**config.mk**
```make
export PLATFORM = sky130hd
export DESIGN_NAME = multicycle_sequencer
export DESIGN_NICKNAME = d
export VERILOG_FILES = /design/src/rtl/multicycle_sequencer.sv
export SDC_FILE = /design/constraint.sdc
export NUM_CORES = 1
export LEC_CHECK = 0
export CORE_UTILIZATION = 35
export DETAILED_ROUTE_END_ITERATION = 10
export PLACE_DENSITY = 0.87
export SETUP_SLACK_MARGIN = 0.3
export SLEW_MARGIN = 20
export SYNTH_ARGS = -nofsm -noshare
export SYNTH_HDL_FRONTEND = slang
export SYNTH_SLANG_ARGS = --single-unit
```
**constraint.sdc**
```tcl
create_clock -name clk -period 2.35 [get_ports clk]
set_input_delay 0.705 -clock clk [delete_from_list [all_inputs] [get_ports clk]]
set_output_delay 0.705 -clock clk [all_outputs]
set_load 0.01 [all_outputs]
```
**src/rtl/multicycle_sequencer.sv**
```systemverilog
// Multicycle MIPS control FSM (FETCH/DECODE/EXEC/MEM/WB/TRAP); optional PERF_COUNTERS_EN adds cycle/instret counters.
// Latency: 4 cycles ALU, 3 cycles branch/jump, 4-5 cycles load/store, plus any memory wait cycles.
// Backpressure: holds imem_req/dmem_req until the matching ready; watchdog traps after MEM_TIMEOUT wait cycles.
module multicycle_sequencer #(
  parameter int unsigned MEM_TIMEOUT = 255,
  parameter int unsigned TIMEOUT_W   = 8
) (
  input  logic        clk,
  input  logic        reset,
  input  logic [31:0] instr,
  input  logic        zero,
  input  logic        dec_memwrite,
  input  logic        dec_memtoreg,
  input  logic        dec_dobranch,
  input  logic        dec_dojump,
  input  logic [1:0]  dec_regwrite,
  input  logic        imem_ready,
  input  logic        dmem_ready,
  output logic        imem_req,
  output logic        irwrite,
  output logic        dmem_req,
  output logic        dmem_we,
  output logic [1:0]  rf_we,
  output logic        pc_en,
  output logic [1:0]  pc_sel,
  output logic        retire,
  output logic        trap,
  output logic [1:0]  trap_cause
`ifdef PERF_COUNTERS_EN
  ,
  output logic [31:0] cycle_cnt,
  output logic [31:0] instret_cnt
`endif
);

  typedef enum logic [2:0] {
    S_FETCH, S_DECODE, S_EXEC, S_MEM, S_WB, S_TRAP
  } state_t;

  localparam logic [5:0] OP_RTYPE  = 6'b000000;
  localparam logic [5:0] OP_LW     = 6'b100011;
  localparam logic [5:0] OP_SW     = 6'b101011;
  localparam logic [5:0] OP_BEQ    = 6'b000100;
  localparam logic [5:0] OP_ADDIU  = 6'b001001;
  localparam logic [5:0] OP_J      = 6'b000010;
  localparam logic [5:0] OP_ORI    = 6'b001101;
  localparam logic [5:0] OP_LUI    = 6'b001111;
  localparam logic [5:0] OP_REGIMM = 6'b000001;
  localparam logic [5:0] OP_JAL    = 6'b000011;

  localparam logic [TIMEOUT_W:0] TO_LIM = (TIMEOUT_W+1)'(MEM_TIMEOUT);

  state_t               state_q, state_d;
  logic [TIMEOUT_W-1:0] wd_q, wd_d;
  logic [TIMEOUT_W:0]   wd_inc;
  logic [1:0]           cause_q, cause_d;
  logic [5:0]           op, funct;
  logic                 legal, waiting, timeout, is_mem, is_branch;
  logic                 unused_ok;

  assign op        = instr[31:26];
  assign funct     = instr[5:0];
  assign is_mem    = (op == OP_LW) || (op == OP_SW);
  assign is_branch = (op == OP_BEQ) || (op == OP_REGIMM);
  // The Decoder already folds zero into dec_dobranch; memtoreg only steers the datapath mux.
  assign unused_ok = ^{zero, dec_memtoreg, instr[25:6]};

  always_comb begin
    legal = 1'b0;
    case (op)
      OP_RTYPE: legal = funct inside {6'b100001, 6'b100011, 6'b100100, 6'b100101, 6'b101011};
      OP_LW, OP_SW, OP_BEQ, OP_ADDIU, OP_J, OP_ORI, OP_LUI, OP_REGIMM, OP_JAL: legal = 1'b1;
      default: legal = 1'b0;
    endcase
  end

  // Watchdog counts consecutive stalled cycles of the current memory handshake.
  assign waiting = ((state_q == S_FETCH) && !imem_ready) || ((state_q == S_MEM) && !dmem_ready);
  assign wd_inc  = {1'b0, wd_q} + {{TIMEOUT_W{1'b0}}, 1'b1};
  assign timeout = waiting && (MEM_TIMEOUT != 0) && (wd_inc == TO_LIM);

  always_ff @(posedge clk) begin
    if (!reset) begin
      state_q <= S_FETCH;
      wd_q    <= '0;
      cause_q <= 2'b00;
    end else begin
      state_q <= state_d;
      wd_q    <= wd_d;
      if ((state_d == S_TRAP) && (state_q != S_TRAP))
        cause_q <= cause_d;
    end
  end

  always_comb begin
    state_d    = state_q;
    cause_d    = 2'b00;
    imem_req   = 1'b0;
    irwrite    = 1'b0;
    dmem_req   = 1'b0;
    dmem_we    = 1'b0;
    rf_we      = 2'b00;
    pc_en      = 1'b0;
    pc_sel     = 2'b00;
    retire     = 1'b0;
    trap       = (state_q == S_TRAP);
    trap_cause = cause_q;
    case (state_q)
      S_FETCH: begin
        imem_req = 1'b1;
        if (imem_ready) begin
          irwrite = 1'b1;
          state_d = S_DECODE;
        end else if (timeout) begin
          state_d = S_TRAP;
          cause_d = 2'b10;
        end
      end
      S_DECODE: begin
        if (legal) begin
          state_d = S_EXEC;
        end else begin
          state_d = S_TRAP;
          cause_d = 2'b01;
        end
      end
      S_EXEC: begin
        if (dec_dojump) begin
          pc_en   = 1'b1;
          pc_sel  = 2'b10;
          rf_we   = (dec_regwrite == 2'b10) ? 2'b10 : 2'b00;
          retire  = 1'b1;
          state_d = S_FETCH;
        end else if (is_branch) begin
          pc_en   = 1'b1;
          pc_sel  = dec_dobranch ? 2'b01 : 2'b00;
          retire  = 1'b1;
          state_d = S_FETCH;
        end else if (is_mem) begin
          state_d = S_MEM;
        end else begin
          state_d = S_WB;
        end
      end
      S_MEM: begin
        dmem_req = 1'b1;
        dmem_we  = dec_memwrite;
        if (dmem_ready) begin
          if (op == OP_SW) begin
            pc_en   = 1'b1;
            retire  = 1'b1;
            state_d = S_FETCH;
          end else begin
            state_d = S_WB;
          end
        end else if (timeout) begin
          state_d = S_TRAP;
          cause_d = 2'b10;
        end
      end
      S_WB: begin
        rf_we   = dec_regwrite;
        pc_en   = 1'b1;
        retire  = 1'b1;
        state_d = S_FETCH;
      end
      default: state_d = S_TRAP;
    endcase

    if (waiting && (state_d == state_q))
      wd_d = (&wd_q) ? wd_q : wd_inc[TIMEOUT_W-1:0];
    else
      wd_d = '0;

    // Everything is forced quiet while reset is held, even before the first edge.
    if (!reset) begin
      imem_req   = 1'b0;
      irwrite    = 1'b0;
      dmem_req   = 1'b0;
      dmem_we    = 1'b0;
      rf_we      = 2'b00;
      pc_en      = 1'b0;
      pc_sel     = 2'b00;
      retire     = 1'b0;
      trap       = 1'b0;
      trap_cause = 2'b00;
    end
  end

`ifdef PERF_COUNTERS_EN
  always_ff @(posedge clk) begin
    if (!reset) begin
      cycle_cnt   <= 32'd0;
      instret_cnt <= 32'd0;
    end else begin
      if (state_q != S_TRAP)
        cycle_cnt <= cycle_cnt + 32'd1;
      if (retire)
        instret_cnt <= instret_cnt + 32'd1;
    end
  end
`endif

endmodule

```
==> flow_summary.yaml, run 1 <==
sta:
  rsz0062_at_grt: "true"
  finalHoldViolations: 0
  tightest_slew_ns: 0.4670
  setup_viol: 3
  fin_ws_ns: -0.2259
  layout_min_cycle_time_ns: 2.576
  post-route-period-util_pct: 109.6
  fmax_ghz: 0.3882
  maxSlewViolCount: 0
  fin_skew_ns: 0.005313
  max_slew_margin_pct: 68.75
power_and_ir_drop:
  total_power_w: 0.0006488
  ir_drop_uv: 373.9
  powerDensity_nw_per_um2: 336.5
  p_leak_nw: 0.8417
logic_synthesis:
  ys_types: 47
  async_flop_share_pct: 0
  synth_seq_area_share_pct: 25.06
  synth_area_leaders: "dfxtp_1, nor3_1, and3_1, and2_1, nor2_1"
  synthFlopType: "dfxtp_1"
  synthCells: 133
  yosysWarningCount: 0
  ys_ff_latch: 13
  synth_most_common_cell: "dfxtp_1"
  synth_top_area_share_pct: 25.06
  synth_top_area_cell: "dfxtp_1"
  synthTopCellsByCount: "dfxtp_1, nor3_1, nor2_1"
  syn_avg_cell_area_sq_um: 7.808
  synth_edf_count: 0
  syn_nets: 178
  netlist_area_sq_um: 1038
critical_path:
  crit_buf_inv: 2
  crit_chain: "buf_6 -> nand4b_1 -> nor2_2 -> and3_4 -> nand2b_4 -> o311ai_4 -> o21ai_1 -> and2_4 -> buf_6"
  crit_family: "simple AND/OR/NAND/NOR gates"
  required_ns: 1.64
  cpPeakStageDelay_ns: 0.18
  start_kind: "primary input"
  crit_top_cell: "buf_6"
  cp-end-kind: "primary output"
  slowest_stage: "and3_4"
  critPathKind: "in2out"
  worstPathMaxFanout: 2
  cp_data_arrival_time_ns: 1.87
grt:
  antenna_found_initial: 0
  grt_max_degree: 12
  grt_pass1_vias: 1167
  track_usage_pct: 19.61
  grt_overflow: 0
  grt_pass1_wl_microns: 5030
clock_tree:
  cts_tree: "yes"
  clk_pin_slew_ns: 0.08
  cts-buffers-inserted: 3
  cts_buffer_depth: 2
  cts-root-buf: "clkbuf_4"
  insertion_delay_ns: 0.28
  cts.htree.levels: 1
  cts_sinks: 13
floorplan:
  rows: 19
  num_io_pins: 56
  dieArea_sq_um: 3189
  core_region_area_sq_um: 2781
  dieWidth_microns: 56.47
  initial_core_util_pct: 37.34
  fp.dieH_microns: 56.47
drt:
  via_per_inst: 5.444
  drc: 0
  first_pass_iters: 6
  wire_per_inst_microns: 14.68
  postRouteAntennaNets: 0
  drt_iter0_drc: 33
  wirelength_microns: 3405
  routed-via-count: 1263
job:
  cap_viol_max_count: 0
placed_design:
  post-dp-hpwl_microns: 2032
  place_congestion: 0.8405
  io_buffers: 33
  dpl_cell_area_sq_um: 1568
outcome:
  violations: "setup timing"
  status: "finished, violations left"
min_path:
  hp-class: "reg2reg"
cells_and_area:
  diodes: 0
  area_growth_pct: 85.66
  nets: 247
  fin_area_sq_um: 1928
  drive_gt1_share_pct: 53.23
==> final cells by class <==
cell class,instances,area (sq um)
multi-input combinational,107,950.9
fill,209,853.3
timing repair buffer,69,610.6
sequential,13,271.5
tap,31,38.79
inverter,8,30.03
clock buffer,4,26.28
==> through the flow <==
| stage | setup TNS, ns | hold slack, ns | setup slack, ns | instances | util, % |
|---|---|---|---|---|---|
| final | -0.5147 | 0.4977 | -0.2259 | 232 | 69.32 |
| after global routing | -0.6499 | 0.5263 | -0.2710 | 232 | 69.32 |
| after CTS | -0.4735 | 0.4947 | -0.1937 | 225 | 62.12 |
| after detailed placement | -14.20 | 0.4860 | -1.016 | 216 | 56.37 |
| after global placement | -13.01 | 0.4839 | -0.9909 | 216 | 56.37 |
| after floorplan | -0.1747 | 0.4434 | -0.1360 | 133 | - |
==> repair_timing <==
action                                  4_1_cts  5_1_grt
hold buffers                                  0        0
pin swaps                                    28       21
endpoints found under the hold margin         0        0
gates resized for setup                     120       39
endpoints found under the setup margin       26       22
setup buffers                                 5        7
==> routing by layer <==
layer | vias to the layer above | track usage, % | wire length [microns]
met5 | - | 0 | 0
met4 | 0 | 5.923 | 32
met3 | 4 | 4.839 | 130
met2 | 34 | 34.62 | 1810
met1 | 604 | 23.13 | 1432
li1 | 621 | - | -
==> flip-flops by register name, indices dropped and copies added, names as in the netlist <==
signal / count
cause_q: 2
state_q: 3
wd_q: 8
==> power breakdown <==
| group | internal, W | switching, W |
|---|---|---|
| combinational | 0.000138 | 0.000123 |
| sequential | 0.000230 | 0.0000152 |
| clock | 0.0000660 | 0.0000772 |
==> path summary, 6_finish.rpt <==
check / from / to / slack (ns) / cells past startpoint
worst max-delay path: instr[28] / retire / -0.23 / 9
worst min-delay path: cause_q[1] / cause_q[1] / 0.50 / 2
worst max register to register: state_q[2] / cause_q[1] / 0.30 / 7
worst min register to register: cause_q[1] / cause_q[1] / 0.50 / 2
==> worst register-to-register path, delay by kind of cell, from the launching register on <==
kind                   cells  cell delay [ns]
flip-flops                 1             0.34
buffers and inverters      2             0.29
AO/OA/AOI/OAI              3             0.51
AND/OR/NAND/NOR            2             0.79
==> cell usage in the layout (no fill, tap or decap), types with 3 or more instances in the layout <==
cell type	count
buf_2	9
nor2b_1	3
nand2_1	5
nand2b_4	3
and3_1	6
nand3_1	4
buf_4	25
xnor2_1	3
and2_1	4
nor3_1	4
nor3_2	6
dfxtp_2	3
buf_6	18
nor2_1	8
o21ai_0	4
a21oi_1	4
dlygate4sd2_1	4
clkbuf_4	3
a21oi_4	3
clkdlybuf4s50_1	5
dfxtp_1	8
inv_1	8
clkdlybuf4s15_1	3
==> logic make-up after synthesis <==
| family | synth area share, % |
|---|---|
| XOR/XNOR | 4.941 |
| adder cells (fa/ha/maj) | 2.409 |
| flip-flops | 25.06 |
| buffers and inverters | 5.904 |
| AO/OA/AOI/OAI | 23.01 |
| AND/OR/NAND/NOR | 38.68 |
No activity file was read; power rests on OpenSTA's default activity.
==> run 2: changes to the inputs <==
--- a/config.mk
+++ b/config.mk
@@ -5,9 +5,9 @@
 export SDC_FILE = /design/constraint.sdc
 export NUM_CORES = 1
 export LEC_CHECK = 0
-export CORE_UTILIZATION = 35
+export CORE_UTILIZATION = 39
 export DETAILED_ROUTE_END_ITERATION = 10
-export PLACE_DENSITY = 0.87
+export PLACE_DENSITY = 0.86
 export SETUP_SLACK_MARGIN = 0.3
 export SLEW_MARGIN = 20
 export SYNTH_ARGS = -nofsm -noshare
==> constraint.sdc (replaced) <==
create_clock -name clk -period 2.79 [get_ports clk]
set_input_delay 0.837 -clock clk [delete_from_list [all_inputs] [get_ports clk]]
set_output_delay 0.837 -clock clk [all_outputs]
set_load 0.01 [all_outputs]
==> run 2 against run 1 <==
Effect of this change:
- the flow still finishes with violations (setup timing)
- combinational power fell by 35%
- setup slack better by 0.12 ns
- via count grew 2.8%
- sequential cell count unchanged
- global-route usage up 5.3 points
- core utilization is 4.8 points lower
- final area decreased by 16%
- cell count is 6.9% lower
==> flow_summary.yaml, run 2 (synthesized netlist as in run 1, its figures left out) <==
placed_design:
  dp_cells: 208
  place_congestion: 0.8532
  io_buffers: 33
  post-dp-hpwl_microns: 2363
  dpl_cell_area_sq_um: 1508
drt:
  postRouteAntennaNets: 0
  wirelength_microns: 3346
  drc: 0
  first_pass_iters: 4
  routed-via-count: 1298
  wire_per_inst_microns: 15.49
  via_per_inst: 6.009
  drt_iter0_drc: 40
job:
  cap_viol_max_count: 0
grt:
  grt_pass1_wl_microns: 5161
  grt_overflow: 0
  gr-usage-met1_pct: 29.23
  grtUsageMet3_pct: 1.412
  grt_max_degree: 13
  track_usage_pct: 24.96
  grt_pass1_vias: 1205
  antenna_found_initial: 0
  top_usage_layer: "met2"
  use_met2_pct: 43.75
cells_and_area:
  area_growth_pct: 55.42
  largestRegisters: "wd_q x8, state_q x3, cause_q x2"
  diodes: 0
  largest_reg_flops: 8
  nets: 232
  regMostFlops: "wd_q"
  fin_area_sq_um: 1614
  mostFrequentLayoutCells: "buf_4, dfxtp_1, nor3_1, clkdlybuf4s50_1"
  drive_gt1_share_pct: 33.33
  finalNonFillerCells: 216
  fill_cells: 187
  final_common_cell: "buf_4"
floorplan:
  core_region_area_sq_um: 2500
  rows: 18
  initial_core_util_pct: 41.54
  fp.dieH_microns: 53.60
  dieWidth_microns: 53.60
  dieArea_sq_um: 2873
  num_io_pins: 56
sta:
  layout_min_cycle_time_ns: 2.892
  rsz0062_at_grt: "true"
  holdWs_ns: 0.4848
  finalSetupTns_ns: -0.2042
  tightest_slew_ns: 0.7709
  post-route-period-util_pct: 103.7
  fmax_ghz: 0.3458
  fin_skew_ns: 0.005140
  fin_ws_ns: -0.1022
  maxSlewViolCount: 0
  finalHoldViolations: 0
  max_slew_margin_pct: 48.26
  setup_viol: 2
clock_tree:
  hold_buffers: 0
  cts_sinks: 13
  cts-buffers-inserted: 3
  cts.htree.levels: 1
  cts_tree: "yes"
  cts_buffer_depth: 2
  insertion_delay_ns: 0.29
  clk_pin_slew_ns: 0.08
  cts-root-buf: "clkbuf_4"
critical_path:
  cp-end-kind: "primary output"
  critPathKind: "in2out"
  required_ns: 1.95
  start_kind: "primary input"
  worstPathMaxFanout: 2
  cp_data_arrival_time_ns: 2.06
power_and_ir_drop:
  powerDensity_nw_per_um2: 311.1
  ir_drop_uv: 220.1
  p_leak_nw: 0.6759
min_path:
  hp-class: "reg2reg"
outcome:
  violations: "setup timing"
  status: "finished, violations left"
-- run 2: cell count changes in the layout (fill, tap and decap cells not counted), moves of 4 or more --
cell / previous run / this run
nor3_2: 6 / 0
buf_6: 18 / 9
clkdlybuf4s50_1: 5 / 10
buf_2: 9 / 4
dfxtp_1: 8 / 12
nor3_1: 4 / 11
buf_4: 25 / 17
-- run 2: critical path, cell delays in order --
cell      delay [ns]
buf_6           0.09
nand4b_1        0.17
nor2_2          0.12
and3_4          0.20
nand2b_4        0.12
o311ai_2        0.10
o21ai_1         0.15
and2_4          0.17
buf_6           0.09
-- run 2: per-layer routing --
metal | part of all wire [%] | wire, microns | vias up
li1 | - | - | 598
met1 | 41 | 1372 | 623
met2 | 50 | 1674 | 60
met3 | 4.5 | 151 | 17
met4 | 4.4 | 147 | 0
met5 | 0 | 0 | -
-- run 2: final timing paths --
| path | start | end | slack, ns | cells past startpoint |
|---|---|---|---|---|
| worst max register to register | wd_q[1] | wd_q[1] | 0.63 | 8 |
| worst min-delay path | cause_q[1] | cause_q[1] | 0.48 | 2 |
| worst min register to register | cause_q[1] | cause_q[1] | 0.48 | 2 |
| worst max-delay path | instr[28] | pc_en | -0.10 | 9 |
-- run 2: final cells by class --
cell class | count | area (sq um) | area share [%]
Clock buffer | 4 | 26.28 | 1.628
Sequential cell | 13 | 261.5 | 16.20
Timing Repair Buffer | 54 | 484.2 | 30.00
Inverter | 8 | 30.03 | 1.860
Tap cell | 30 | 37.54 | 2.326
Multi-Input combinational cell | 107 | 774.5 | 47.98
-- run 2: repair_timing --
action	4_1_cts	5_1_grt
setup buffers	3	1
hold endpoints to repair	0	0
pin swaps	9	0
setup endpoints to repair	24	10
gates resized for setup	86	7
-- run 2: stage by stage --
| step | total power (W) | setup WS, ns | utilization (%) |
|---|---|---|---|
| after detailed placement | 0.0003635 | -0.8837 | 60.31 |
| after global placement | 0.0003558 | -0.8321 | 60.31 |
| after CTS | 0.0004928 | -0.05113 | 64.31 |
| final | 0.0005021 | -0.1022 | 64.56 |
| after floorplan | 0.0002829 | 0.03998 | - |
| after global routing | 0.0005205 | -0.1646 | 64.56 |
-- run 2: where the power goes --
group | switching, W | internal, W | total, W | leakage (nW)
Sequential | 0.0000105 | 0.000193 | 0.000203 | 0.106
Combinational | 0.0000834 | 0.0000861 | 0.000169 | 0.555
Clock | 0.0000735 | 0.0000557 | 0.000129 | 0.0150
